File: config.mk
export PLATFORM = sky130hd
export DESIGN_NAME = clk_enable_gen_multi
export DESIGN_NICKNAME = d
export VERILOG_FILES = /design/src/rtl/clk_enable_gen_multi.sv
export SDC_FILE = /design/constraint.sdc
export NUM_CORES = 1
export LEC_CHECK = 0
export BUFFER_PORTS_ARGS = -buffer_cell sky130_fd_sc_hd__buf_4
export CAP_MARGIN = 20
export CORE_MARGIN = 2
export CORE_UTILIZATION = 55
export CTS_BUF_LIST = sky130_fd_sc_hd__clkbuf_8
export CTS_CLUSTER_DIAMETER = 50
export DETAILED_ROUTE_END_ITERATION = 8
export PLACE_DENSITY = 0.82
export SLEW_MARGIN = 20
export SYNTH_ARGS = -nofsm -noshare
export SYNTH_HDL_FRONTEND = slang
export SYNTH_SLANG_ARGS = --single-unit
export TNS_END_PERCENT = 50
File: constraint.sdc
create_clock -name clk10 -period 10.6 [get_ports clk10]
set_clock_uncertainty 0.05 [all_clocks]
set_input_delay 1.59 -clock clk10 [delete_from_list [all_inputs] [get_ports clk10]]
set_output_delay 1.59 -clock clk10 [all_outputs]
set_load 0.01 [all_outputs]
File: src/rtl/clk_enable_gen_multi.sv
// ----------------------------------------------------------------------------
// clk_enable_gen_multi
//
// Multi-channel programmable clock-enable generator. Each of NUM_CH channels
// divides clk10 by a runtime-loadable divisor and produces a one-cycle tick,
// a 50%-duty square wave (toggling on every tick) and a one-shot done flag.
//
// Ports:
//   clk10     in   system clock, all logic on rising edge
//   reset     in   asynchronous, active-high reset
//   wr_en     in   divisor write strobe (one write per cycle)
//   wr_sel    in   [SEL_W]  channel index for the write
//   wr_div    in   [CNT_W]  new divisor value
//   run       in   [NUM_CH] per-channel run request (level)
//   oneshot   in   [NUM_CH] 1 = single tick then stop, 0 = periodic
//   sync_clr  in   realign the phase of all running channels
//   tick      out  [NUM_CH] one-cycle enable pulse
//   sq_out    out  [NUM_CH] square wave, toggles on each tick
//   done      out  [NUM_CH] one-shot complete flag
// ----------------------------------------------------------------------------
module clk_enable_gen_multi #(
  parameter int          NUM_CH      = 4,
  parameter int          CNT_W       = 26,
  parameter int          SEL_W       = 2,
  parameter int unsigned DEFAULT_DIV = 10000000
) (
  input  logic              clk10,
  input  logic              reset,
  input  logic              wr_en,
  input  logic [SEL_W-1:0]  wr_sel,
  input  logic [CNT_W-1:0]  wr_div,
  input  logic [NUM_CH-1:0] run,
  input  logic [NUM_CH-1:0] oneshot,
  input  logic              sync_clr,
  output logic [NUM_CH-1:0] tick,
  output logic [NUM_CH-1:0] sq_out,
  output logic [NUM_CH-1:0] done
);

  typedef enum logic [1:0] {
    ST_IDLE = 2'd0,
    ST_RUN  = 2'd1,
    ST_DONE = 2'd2
  } state_e;

  localparam logic [CNT_W-1:0] DEF_DIV = CNT_W'(DEFAULT_DIV);
  localparam logic [CNT_W-1:0] ONE     = CNT_W'(1);

  state_e            state_q [NUM_CH];
  state_e            state_d [NUM_CH];
  logic [CNT_W-1:0]  cnt_q   [NUM_CH];
  logic [CNT_W-1:0]  cnt_d   [NUM_CH];
  logic [CNT_W-1:0]  act_q   [NUM_CH];
  logic [CNT_W-1:0]  act_d   [NUM_CH];
  logic [CNT_W-1:0]  shd_q   [NUM_CH];
  logic [CNT_W-1:0]  shd_d   [NUM_CH];
  logic [NUM_CH-1:0] tick_q, tick_d;
  logic [NUM_CH-1:0] sq_q,   sq_d;
  logic [NUM_CH-1:0] done_q, done_d;
  logic [NUM_CH-1:0] term;

  always_comb begin
    for (int i = 0; i < NUM_CH; i++) begin
      // NOTE: every variable gets a default before any branch, so no path
      // through this block leaves a value unassigned and no latch is inferred.
      state_d[i] = state_q[i];
      cnt_d[i]   = cnt_q[i];
      act_d[i]   = act_q[i];
      tick_d[i]  = 1'b0;
      sq_d[i]    = sq_q[i];
      done_d[i]  = done_q[i];

      // Comparing against the loop index also discards wr_sel >= NUM_CH.
      // shd_d is the shadow including a same-cycle write, so every reload
      // below sees a write that lands on the same edge.
      shd_d[i] = (wr_en && (int'(wr_sel) == i)) ? wr_div : shd_q[i];

      // An active divisor of 0 can only appear through sync_clr loading a
      // zero shadow; treating it as terminal lets the channel drop to IDLE
      // instead of counting through the whole counter range.
      term[i] = (act_q[i] <= ONE) || (cnt_q[i] == act_q[i] - ONE);

      unique case (state_q[i])
        ST_IDLE: begin
          cnt_d[i]  = '0;
          sq_d[i]   = 1'b0;
          done_d[i] = 1'b0;
          if (run[i] && (shd_d[i] != '0)) begin
            state_d[i] = ST_RUN;
            act_d[i]   = shd_d[i];
          end
        end
        ST_RUN: begin
          if (sync_clr) begin
            cnt_d[i] = '0;
            sq_d[i]  = 1'b0;
            act_d[i] = shd_d[i];
          end else if (!run[i]) begin
            state_d[i] = ST_IDLE;
            cnt_d[i]   = '0;
            sq_d[i]    = 1'b0;
          end else if (term[i]) begin
            cnt_d[i]  = '0;
            tick_d[i] = 1'b1;
            act_d[i]  = shd_d[i];
            if (oneshot[i]) begin
              state_d[i] = ST_DONE;
              sq_d[i]    = ~sq_q[i];
              done_d[i]  = 1'b1;
            end else if (shd_d[i] == '0) begin
              // Final tick of a channel whose divisor was cleared.
              state_d[i] = ST_IDLE;
              sq_d[i]    = 1'b0;
            end else begin
              sq_d[i] = ~sq_q[i];
            end
          end else begin
            cnt_d[i] = cnt_q[i] + ONE;
          end
        end
        ST_DONE: begin
          cnt_d[i]  = '0;
          done_d[i] = 1'b1;
          if (!run[i]) begin
            state_d[i] = ST_IDLE;
            done_d[i]  = 1'b0;
            sq_d[i]    = 1'b0;
          end
        end
        default: begin
          state_d[i] = ST_IDLE;
          cnt_d[i]   = '0;
          sq_d[i]    = 1'b0;
          done_d[i]  = 1'b0;
        end
      endcase
    end
  end

  always_ff @(posedge clk10 or posedge reset) begin
    if (reset) begin
      // NOTE: these arrays are a handful of per-channel flops, not a RAM, so
      // resetting every entry is cheap and required for a known start state.
      for (int i = 0; i < NUM_CH; i++) begin
        state_q[i] <= ST_IDLE;
        cnt_q[i]   <= '0;
        act_q[i]   <= DEF_DIV;
        shd_q[i]   <= DEF_DIV;
      end
      tick_q <= '0;
      sq_q   <= '0;
      done_q <= '0;
    end else begin
      // NOTE: non-blocking assignments so every flop samples the values
      // computed before this edge, independent of statement order.
      for (int i = 0; i < NUM_CH; i++) begin
        state_q[i] <= state_d[i];
        cnt_q[i]   <= cnt_d[i];
        act_q[i]   <= act_d[i];
        shd_q[i]   <= shd_d[i];
      end
      tick_q <= tick_d;
      sq_q   <= sq_d;
      done_q <= done_d;
    end
  end

  assign tick   = tick_q;
  assign sq_out = sq_q;
  assign done   = done_q;

endmodule

==> flow_metrics.tcl, run 1 <==
set metrics [dict create \
    relSlewSlack 0.369 \
    die_h_um 189 \
    synth_edf_count 0 \
    run_status "completed" \
    totalPowerFinal_uw 4940 \
    ys_dominant_reg_cell "dfrtp_1" \
    place_inst 2280 \
    drive_above_1_share 0.227 \
    ant_nets 0 \
    worstSkewPairLatency_ps 620 \
    r2r_setup_slack_ps 5590 \
    wl_per_cell_um 19.7 \
    worstSetupPathType "reg -> reg" \
    grt_setup_unrepaired "no" \
    reg2reg_from "act_q[26]$_DFFE_PP0P_" \
    required_ps 11060 \
    crit_fanout 27 \
    power.density_mw_per_mm2 237 \
    cts_buffers 54 \
    worst_ep_arrival_time_ps 5460 \
    slew_violations 0 \
    r2r_cells 11 \
    num-fill-cells 2584 \
    hold_viol 0 \
    syn-num-nets 1903 \
    finalSetupViolCount 0 \
    synthCells 1839 \
    grt_pass1_vias 14400 \
    hp-start "sq_out[2]$_DFFE_PP0P_" \
    ys_seq_area_frac 0.446 \
    drc 0 \
    rows 67 \
    tns_ps 0 \
    synth-seq-cells 332 \
    grt_max_degree 139 \
    vdd_drop_max_mv 0.108 \
    via_per_inst 6.24 \
    r2r-end "sq_out[2]$_DFFE_PP0P_" \
    vias 14889 \
    cts_tree "done" \
    place_congestion 0.940 \
    drv_cap 0 \
    die_w_um 189 \
    crit_path_end_kind "flop" \
    cts_hold_buf 0 \
    cts_root_buf "clkbuf_8" \
    synth_area_mm2 0.0188 \
    wirelength_mm 47.0 \
    syn_avg_cell_area_um2 10.2 \
    mostFrequentLayoutCell "dfrtp_1" \
    stdcell_count 2386 \
    min_period_ps 5010 \
    min_to "sq_out[2]$_DFFE_PP0P_" \
    htree_num_levels 2 \
    cts.clk_slew.worst_paths_ps 60 \
    portBuffers 51 \
    drt_iter0_drc 1139 \
    grt_pass1_wl_mm 76.4 \
    final_cell_mix "268 x dfrtp_1, 177 x nor2_1, 166 x mux2_2" \
    hpwlAfterDp_mm 33.1 \
    p_leak_uw 0.00842 \
    pin_count 52 \
    die_area_mm2 0.0357 \
    worst_setup_path_start_kind "flop" \
    grt_use_total 0.263 \
    design.core.area_mm2 0.0336 \
    cts_setup_buffers 0 \
    cts.sinks 332 \
    first_pass_iters 6 \
    clock_path_buffers 3 \
    synthToLayoutAreaGrowth_pct 10.9 \
    synthArstFlopShare 1.00 \
    fmax_mhz 200 \
    hold_depth 1 \
    tightest_slew_ps 939 \
    min_path_type "reg -> reg" \
    antenna_found_initial 0 \
    cts_resized 0 \
    synth_warnings 0 \
    yosysUniqueCellTypes 88 \
    finalCritPeriodShare 0.472 \
    grt_overflow 0 \
    initial_core_util 0.560 \
    fin_nets 1955 \
]
## final cells by class
type                    count  area, um2  share of cell area
clock buffers              70        963              0.0462
clock inverters            32        277              0.0132
inverters                  54        206             0.00989
diodes                      1       2.50            0.000120
well taps                 448        561              0.0269
flip-flops and latches    332       8390               0.402
multi-input cells        1384       9950               0.477
repair buffers             65        526              0.0252
## where the power goes
| part | internal, uW | switching, uW | total [uW] |
|---|---|---|---|
| Combinational | 774 | 832 | 1610 |
| Sequential | 1630 | 455 | 2080 |
| Clock | 718 | 535 | 1250 |
| Total | 3120 | 1820 | 4940 |
## critical path, stage by stage, from the launching register on
cell and delay [ps]:
dfrtp_1 440, inv_1 130, ha_1 460, or4b_2 700, nor3_1 460, nand3b_1 130, nor3b_1 290, a2bb2o_1 340
o41ai_2 710, or3_1 810, a21boi_0 190, o21bai_1 190
## synth_stat cells, types with 5 or more instances
cell | number | share of area
xnor2_1 | 114 | 0.053
o211ai_1 | 9 | 0.0036
dfrtp_1 | 268 | 0.36
a2111oi_0 | 10 | 0.0047
ha_1 | 24 | 0.016
and2_1 | 10 | 0.0033
nor3_1 | 87 | 0.023
clkbuf_1 | 50 | 0.010
nor2b_1 | 14 | 0.0047
o21ai_0 | 44 | 0.012
nand3b_1 | 6 | 0.0024
buf_1 | 7 | 0.0014
nor2_1 | 177 | 0.035
a21oi_1 | 34 | 0.0090
xor2_1 | 98 | 0.046
or3_1 | 30 | 0.010
nand4b_1 | 8 | 0.0037
nand2b_1 | 9 | 0.0030
o2111ai_1 | 5 | 0.0023
nand2_1 | 107 | 0.021
nor4b_1 | 6 | 0.0028
a21o_1 | 7 | 0.0028
or2_2 | 8 | 0.0027
dfstp_2 | 64 | 0.089
buf_2 | 9 | 0.0024
a211o_1 | 9 | 0.0042
mux2_4 | 21 | 0.017
a31oi_1 | 13 | 0.0043
mux2i_1 | 26 | 0.014
nand3_1 | 76 | 0.020
o31ai_1 | 7 | 0.0028
o22ai_1 | 6 | 0.0020
mux2_2 | 166 | 0.099
or4_1 | 28 | 0.011
and3_1 | 26 | 0.0086
nor3b_1 | 8 | 0.0032
and4_1 | 9 | 0.0042
inv_1 | 53 | 0.011
nor4_1 | 54 | 0.018
nand4_1 | 40 | 0.013
## layer usage
layer | GRT usage | routed length (um)
met5 | 0 | 0
met4 | 0.0977 | 1430
met2 | 0.427 | 22300
met1 | 0.355 | 20100
met3 | 0.0480 | 3160
## sequential cells by signal, indices dropped and copies added (netlist names)
signal,count
act_q,104
cnt_q,104
shd_q,104
state_q,8
done,4
sq_out,4
tick,4
## through the flow
stage | utilization | hold WS [ps] | setup slack (ps) | area [um2]
final | 0.621 | 437 | 5590 | 20900
after floorplan | - | 416 | 4580 | 18800
after global routing | 0.621 | 458 | 5290 | 20900
after detailed placement | 0.582 | 430 | 5630 | 19600
after global placement | 0.582 | 416 | 5710 | 19600
after CTS | 0.619 | 440 | 5580 | 20800
## kinds of logic after synthesis
logic type	share of synthesized area
simple gates	0.202
xor+xnor	0.0987
fa+ha+maj	0.0160
buf+inv	0.0273
flops	0.446
compound gates	0.0807
mux	0.130
## worst max-delay path by stage
stage,to,start,slack [ps]
6_report,sq_out[2]$_DFFE_PP0P_,act_q[26]$_DFFE_PP0P_,5590
5_1_grt,sq_out[2]$_DFFE_PP0P_,act_q[26]$_DFFE_PP0P_,5290
4_1_cts,sq_out[2]$_DFFE_PP0P_,act_q[26]$_DFFE_PP0P_,5580
3_5_place_dp,state_q[6]$_DFFE_PP0P_,wr_sel[1],5630
3_3_place_gp,state_q[6]$_DFFE_PP0P_,wr_sel[1],5710
2_1_floorplan,act_q[0]$_DFFE_PP0P_,reset,4580
No activity file was read; power rests on OpenSTA's default activity.
==> run 2: changes to the inputs <==
clock period = 4.3 ns   (was 10.6 ns; I/O delays follow)
==> run 2 against run 1 <==
Via count shrank 0.77%. Final cell count up 0.88%. Setup slack got worse by 5300 ps. Global-route usage increased by 0.51 points. Flip-flop and latch count stayed put. Power increased by 150%. Core utilization is 0.69 points higher. Maximum frequency rose by 24%. Critical path type unchanged. Critical endpoint is now act_q[99]$_DFFE_PP0P_. Highest routed layer unchanged.
==> flow_metrics.tcl, run 2 (synthesis gave the netlist of run 1 again) <==
set metrics [dict create \
    crit_fanout 26 \
    first_pass_iters 5 \
    grt_use_total 0.269 \
    min_period_ps 4030 \
    mostFrequentLayoutCell "dfrtp_1" \
    clock_path_buffers 3 \
    final_cell_mix "268 x dfrtp_1, 177 x nor2_1, 166 x mux2_2" \
    die_area_mm2 0.0357 \
    run_status "completed" \
    synthToLayoutAreaGrowth_pct 12.2 \
    cts_hold_buf 0 \
    crit_path_end_kind "flop" \
    worst_ep_arrival_time_ps 4480 \
    required_ps 4750 \
    worst_setup_path_start_kind "flop" \
    grt_setup_unrepaired "no" \
    relSlewSlack 0.451 \
    top_regs "act_q x104, cnt_q x104, shd_q x104" \
    finalCritPeriodShare 0.936 \
    worstSkewPairLatency_ps 620 \
    place_congestion 0.925 \
    cts.clk_slew.worst_paths_ps 70 \
    wirelength_mm 47.8 \
    fmax_mhz 248 \
    power.density_mw_per_mm2 583 \
    die_w_um 189 \
    num-fill-cells 2645 \
    m1WireLength_mm 20.4 \
    portBuffers 51 \
    finalSetupViolCount 0 \
    htree_num_levels 2 \
    p_leak_uw 0.00854 \
    die_h_um 189 \
    grt_max_degree 111 \
    fin_nets 1978 \
    hold_viol 0 \
    vdd_drop_max_mv 0.303 \
    drt_iter0_drc 1093 \
    cts_root_buf "clkbuf_8" \
    wl_per_cell_um 19.9 \
    ant_nets 0 \
    initial_core_util 0.560 \
    slew_violations 0 \
    drv_cap 0 \
    cts_resized 0 \
    vias 14775 \
    cts_buffers 55 \
    cts_tree "done" \
    r2r_setup_slack_ps 270 \
    rows 67 \
    cts_setup_buffers 0 \
    hpwlAfterDp_mm 34.1 \
    cts.sinks 332 \
    grt_overflow 0 \
    min_path_type "in -> async" \
    grt_pass1_vias 14657 \
    r2r_cells 10 \
    grt_pass1_wl_mm 77.4 \
    antenna_cells 0 \
    fin_util 0.628 \
    dr_wl_met2_mm 22.9 \
    via_per_inst 6.14 \
    met3_length_mm 2.79 \
    drive_above_1_share 0.238 \
    antenna_found_initial 0 \
    worstSetupPathType "reg -> reg" \
    design.core.area_mm2 0.0336 \
    totalPowerFinal_uw 12300 \
    dr.max_layer_used "met4" \
    tightest_slew_ps 822 \
    pin_count 52 \
    drc 0 \
]
-- run 2: cell types whose count changed in the layout (fill, tap and decap cells not counted), sizes merged --
cell,before,now
buf,64,87
inv,67,61
clkbuf,71,77
bufinv,5,3
diode,1,0
clkinvlp,1,2
-- run 2: layout make-up --
cell class	instances	area (um2)	area share
inverter	54	206	0.00978
tap	448	561	0.0266
timing repair buffer	87	753	0.0357
clock buffer	77	1060	0.0502
multi-input combinational	1384	9940	0.471
sequential	332	8390	0.397
clock inverter	25	196	0.00931
-- run 2: worst max-delay path: stages, from the launching register on --
cell and delay (ps):
dfrtp_1 440, or4_1 600, or4_4 580, or4_4 460, mux2_4 310, mux2i_1 120, a21oi_1 130, o41a_4 400
a31oi_4 210, buf_12 230, mux2_2 360
-- run 2: where the power goes --
part	switching (uW)	internal (uW)	total, uW
registers	1040	4010	5050
clock network	1330	1770	3100
logic	2140	2010	4150
-- run 2: final timing paths --
kind | from | endpoint
min in group clk10 | oneshot[3] | state_q[1]$_DFFE_PP0P_
max in group asynchronous | reset | sq_out[1]$_DFFE_PP0P_
hold / removal | reset | cnt_q[39]$_DFF_PP0_
setup / recovery | act_q[86]$_DFFE_PP0P_ | act_q[99]$_DFFE_PP0P_
hold reg to reg | sq_out[2]$_DFFE_PP0P_ | sq_out[2]$_DFFE_PP0P_
setup reg to reg | act_q[86]$_DFFE_PP0P_ | act_q[99]$_DFFE_PP0P_
-- run 2: through the flow --
step	TNS, ps	hold slack, ps	cells	setup slack [ps]	instance area [um2]
after global placement	0	413	2305	345	19900
after global routing	0	74.7	2407	123	21100
after CTS	0	65.8	2407	269	21100
after detailed placement	0	435	2305	272	19900
after floorplan	-208340	416	1839	-777	18800
final	0	81.3	2407	274	21100
-- run 2: routing by layer --
| metal | GRT usage | vias up |
|---|---|---|
| li1 | - | 6825 |
| met5 | 0 | - |
| met4 | 0.102 | 0 |
| met3 | 0.0443 | 109 |
| met1 | 0.356 | 7373 |
| met2 | 0.444 | 468 |
